--- src/rtl/gray_seq_gen_pkg.sv ---
// Shared types and helpers for the Gray-code sequence generator.
package gray_pkg;

  typedef enum logic [1:0] {
    IDLE = 2'd0,
    RUN  = 2'd1,
    DONE = 2'd2
  } state_t;

  // Zero-extension leaves the top Gray bit equal to the top binary bit.
  function automatic logic [63:0] bin2gray(input logic [63:0] bin);
    return bin ^ (bin >> 1);
  endfunction

endpackage

--- src/rtl/gray_seq_gen_enc.sv ---
// Combinational binary-to-Gray encoder feeding the output code register.
module bin2gray_enc
  import gray_pkg::*;
#(
  parameter int WIDTH = 8
) (
  input  logic [WIDTH-1:0] i_bin,
  output logic [WIDTH-1:0] o_gray
);

  logic [63:0] w_gray64;

  assign w_gray64 = bin2gray(64'(i_bin));
  assign o_gray   = w_gray64[WIDTH-1:0];

endmodule

--- src/rtl/gray_seq_gen.sv ---
// Gray-code sequence generator: up/down binary counter on a valid/ready stream,
// with parallel load and wrap-or-finish behaviour at the terminal code.
module gray_seq_gen
  import gray_pkg::*;
#(
  parameter int WIDTH = 8,
  parameter bit WRAP  = 1'b1
) (
  input  logic             clk,
  input  logic             rst,
  input  logic             start,
  input  logic             stop,
  input  logic             up_dn,
  input  logic             load,
  input  logic [WIDTH-1:0] load_val,
  output logic [WIDTH-1:0] G,
  output logic             G_valid,
  input  logic             G_ready,
  output logic             wrap,
  output logic             busy
);

  state_t           r_state;
  logic [WIDTH-1:0] r_bin;
  logic [WIDTH-1:0] r_G;
  logic             r_wrap;

  state_t           w_nextState;
  logic [WIDTH-1:0] w_nextBin;
  logic [WIDTH-1:0] w_nextGray;
  logic             w_nextWrap;
  logic             w_xfer;
  logic             w_terminal;

  assign w_xfer     = (r_state == RUN) && G_ready;
  assign w_terminal = up_dn ? (r_bin == {WIDTH{1'b1}}) : (r_bin == '0);

  // A stop coinciding with a transfer lets the transfer complete before leaving RUN.
  always_comb begin
    w_nextState = r_state;
    w_nextBin   = r_bin;
    w_nextWrap  = 1'b0;
    case (r_state)
      IDLE: begin
        if (load) w_nextBin = load_val;
        if (start) w_nextState = RUN;
      end
      RUN: begin
        if (w_xfer) begin
          if (w_terminal) w_nextWrap = 1'b1;
          if (w_terminal && !WRAP) begin
            w_nextState = DONE;
          end else begin
            w_nextBin = up_dn ? r_bin + WIDTH'(1) : r_bin - WIDTH'(1);
          end
        end
        if (stop) w_nextState = IDLE;
      end
      DONE: begin
        if (load) begin
          w_nextBin   = load_val;
          w_nextState = IDLE;
        end
      end
      default: w_nextState = IDLE;
    endcase
  end

  bin2gray_enc #(.WIDTH(WIDTH)) u_enc (
    .i_bin  (w_nextBin),
    .o_gray (w_nextGray)
  );

  always_ff @(posedge clk) begin
    if (rst) begin
      r_state <= IDLE;
      r_bin   <= '0;
      r_G     <= '0;
      r_wrap  <= 1'b0;
    end else begin
      r_state <= w_nextState;
      r_bin   <= w_nextBin;
      r_G     <= w_nextGray;
      r_wrap  <= w_nextWrap;
    end
  end

  assign G       = r_G;
  assign G_valid = (r_state == RUN);
  assign busy    = (r_state == RUN);
  assign wrap    = r_wrap;

endmodule

--- config.mk ---
export PLATFORM = sky130hd
export DESIGN_NAME = gray_seq_gen
export DESIGN_NICKNAME = d
export VERILOG_FILES = /design/src/rtl/gray_seq_gen_pkg.sv /design/src/rtl/gray_seq_gen_enc.sv /design/src/rtl/gray_seq_gen.sv
export SDC_FILE = /design/constraint.sdc
export NUM_CORES = 1
export LEC_CHECK = 0
export ABC_AREA = 1
export ABC_CLOCK_PERIOD_IN_PS = 2100
export CAP_MARGIN = 15
export CORE_ASPECT_RATIO = 1.4
export CORE_MARGIN = 2
export CORE_UTILIZATION = 35
export CTS_BUF_LIST = sky130_fd_sc_hd__clkbuf_2
export DETAILED_ROUTE_END_ITERATION = 16
export GPL_TIMING_DRIVEN = 0
export PLACE_DENSITY_LB_ADDON = 0.08
export REMOVE_ABC_BUFFERS = 1
export SYNTH_ARGS = -nofsm -noshare
export SYNTH_HDL_FRONTEND = slang
export SYNTH_HIERARCHICAL = 1
export SYNTH_SLANG_ARGS = --single-unit
--- constraint.sdc ---
create_clock -name clk -period 2.1 [get_ports clk]
set_input_delay 0.315 -clock clk [delete_from_list [all_inputs] [get_ports clk]]
set_output_delay 0.315 -clock clk [all_outputs]
set_load 0.02 [all_outputs]
==> results of run 1 <==
-- worst min path at each step --
stage,startpoint,end,slack (ns),depth (start not counted)
2_1_floorplan,rst,r_bin[5],0.38,1
3_3_place_gp,r_bin[5],wrap,0.49,1
3_5_place_dp,r_bin[5],wrap,0.49,1
4_1_cts,r_bin[5],wrap,0.52,1
5_1_grt,stop,r_state[0],0.52,2
6_report,r_bin[5],wrap,0.52,1
-- per-layer routing --
metal | track usage | wire length (microns) | up-vias
met5 | 0 | 0 | -
met3 | 0.00849 | 75 | 2
li1 | - | - | 669
met4 | 0.0659 | 34 | 0
met1 | 0.169 | 1300 | 542
met2 | 0.282 | 1570 | 20
-- cell usage after synthesis (all sizes together), types with 3 or more instances --
cell	instances
nand2	56
inv	40
a21oi	20
dfxtp	18
nor2	15
nand3	10
o21ai	8
ha	6
buf	5
nand3b	3
-- final cells by class --
cell class	instances	area, sq um	area share
multi-input cells	134	761	0.476
well taps	42	52.6	0.0329
inverters	40	150	0.0940
repair buffers	25	250	0.157
clock inverters	1	3.75	0.00235
flip-flops and latches	18	364	0.228
clock buffers	3	15.0	0.00940
-- flip-flops by register name, summed over array words and instances, names as in the netlist --
name,count
r_bin,8
r_state,1
wrap,1
G,8
-- where the power goes --
group          switching (uW)  internal, uW  leakage [uW]  total [uW]
Combinational             231           172      0.000626         403
Sequential               21.6           379      0.000150         401
Clock                     110          41.4     0.0000140         151
-- logic make-up after synthesis --
| logic type | count (synthesis) |
|---|---|
| AO/OA/AOI/OAI | 35 |
| XOR/XNOR | 2 |
| AND/OR/NAND/NOR | 90 |
| buffers and inverters | 46 |
| adder cells (fa/ha/maj) | 7 |
| flip-flops | 18 |
-- through the flow --
stage | worst slack [ns] | hold slack [ns] | total power (uW) | area, sq um
2_1_floorplan | 0.360 | 0.377 | 685 | 1270
3_3_place_gp | -0.489 | 0.490 | 806 | 1570
3_5_place_dp | -0.518 | 0.487 | 813 | 1570
4_1_cts | 0.0858 | 0.521 | 966 | 1590
5_1_grt | 0.000522 | 0.517 | 1040 | 1600
6_report | 0.190 | 0.516 | 955 | 1600
-- timing repair --
action	4_1_cts	5_1_grt
setup buffers	0	0
gates resized for setup	2	5
setup endpoints to repair	6	4
pin swaps	0	0
==> flow_metrics.py, run 1 <==
metrics = {
    "timing": {
        "maxSlewHeadroom": 0.543,
        "fin_worst_skew_ns": 0.00240,
        "tightestPinTransition_ns": 0.683,
        "finalCritPeriodShare": 0.909,
        "max_freq_mhz": 524,
        "tns_ns": 0,
        "finalHoldViolations": 0,
        "rsz0062_at_grt": "no",
        "period_needed_ns": 1.91,
        "setup_viol": 0,
        "slew_viol_final": 0,
    },
    "final_layout": {
        "num-fill-cells": 384,
        "syn_to_final_growth_pct": 22.6,
        "final_common_cell": "nand2_1",
        "drive_gt1_frac": 0.136,
        "layout.nets": 244,
        "final_cells": 263,
        "antenna_cells": 0,
        "utilization": 0.442,
        "mostFrequentLayoutCells": "nand2_1, inv_1, clkdlybuf4s50_1",
    },
    "route": {
        "drt_iter0_drc": 35,
        "wl_per_cell_microns": 11.3,
        "vias": 1233,
        "ant_nets": 0,
        "drc": 0,
        "via_per_inst": 4.69,
        "dr.pass1.iters": 4,
        "wirelength_microns": 2980,
    },
    "yosys": {
        "synth_top_area_cell": "dfxtp_1",
        "synth.yosys.seq_area_share": 0.277,
        "synth_top_flop_cell": "dfxtp_1",
        "syn_area_sq_um": 1300,
        "synth_compound_area_frac": 0.164,
        "synth.distinct_cells": 31,
        "synthMuxAreaShare": 0,
        "synthArstFlopShare": 0,
        "synth-simple-area-share": 0.331,
        "syn-instance-count": 198,
        "ys_top_cells_by_area": "dfxtp_1, nand2_1, inv_1, a21oi_1, ha_1",
        "yosys_warnings": 6,
        "syn_avg_cell_area_sq_um": 6.58,
        "yosys.area.top_type_share": 0.277,
        "synth_edf_count": 0,
        "synth_top_family_by_area": "simple AND/OR/NAND/NOR gates",
        "synthAdderAreaFrac": 0.0730,
        "synth_xor_area_frac": 0.0134,
        "ys_ff_latch": 18,
    },
    "power": {
        "power.density_nw_per_um2": 598,
        "ir_drop_uv": 279,
        "p_leak_uw": 0.000790,
    },
    "setup_path": {
        "cp_num_buf_inv": 4,
        "path_max_fanout": 8,
        "cpMaxStageDelayCell": "ha_1",
        "cp_cell_sequence": "clkdlybuf4s15_1 > inv_2 > ha_1 > or2_4 > nand3b_4 > nand2_1 > nand2_1 > nand3_1 > nand2_1 > nand2_1 > inv_1 > nand2_1 > nand2_1 > inv_1 > nor2_1",
        "endpoint_kind": "flip-flop",
        "cp_common_cell": "nand2_1",
        "r2r_slack_ns": 0.30,
        "crit_path_start_kind": "primary input",
        "r2r_cells": 16,
        "r2r_start": "r_bin[1]",
        "critPathLaunch": "up_dn",
        "critical_path_depth": 15,
        "cp.arrival_ns": 2.15,
        "rr_endpoint": "G[6]",
        "required_ns": 2.34,
        "crit_path_end": "G[4]",
        "max_stage_delay_ns": 0.35,
        "crit_family": "simple AND/OR/NAND/NOR gates",
        "crit_type": "in2reg",
    },
    "place": {
        "placedCellCount": 259,
        "io_buffers": 25,
        "hpwl_microns": 2410,
        "gp_congestion": 0.774,
    },
    "worst_hold_path": {
        "hold_class": "reg2reg",
    },
    "floorplan": {
        "die_h_microns": 76.2,
        "ios": 26,
        "row_count": 26,
        "dieArea_sq_um": 4230,
        "core-area_sq_um": 3610,
        "start_util": 0.361,
        "die_w_microns": 55.6,
    },
    "run_status": {
        "status": "finished, final reports clean",
    },
    "clock_network": {
        "cts_root_buf": "clkbuf_2",
        "clk_pin_slew_worst_paths_ns": 0.18,
        "clock_sinks": 18,
        "cts_tree": "yes",
        "cts_hold_buf": 0,
        "insertion_delay_ns": 0.30,
        "htreeDepth": 1,
        "clock_path_buffers": 2,
        "cts_made_buffers": 3,
    },
    "global_routing": {
        "grt_pass1_wl_microns": 5120,
        "antenna_found_initial": 0,
        "grt_pass1_vias": 1198,
        "grt_use_total": 0.150,
        "grt_max_degree": 17,
        "overflow": 0,
    },
    "run": {
        "drv_cap": 0,
    },
}
Power figures use the tool's default switching activity.
==> run 2: changes to the inputs <==
--- a/config.mk
+++ b/config.mk
@@ -16,6 +16,7 @@
 export GPL_TIMING_DRIVEN = 0
 export PLACE_DENSITY_LB_ADDON = 0.08
 export REMOVE_ABC_BUFFERS = 1
+export SLEW_MARGIN = 25
 export SYNTH_ARGS = -nofsm -noshare
 export SYNTH_HDL_FRONTEND = slang
 export SYNTH_HIERARCHICAL = 1
==> results of run 2 <==
Same layout as run 1: the final DEF is identical, and so are final timing and power.
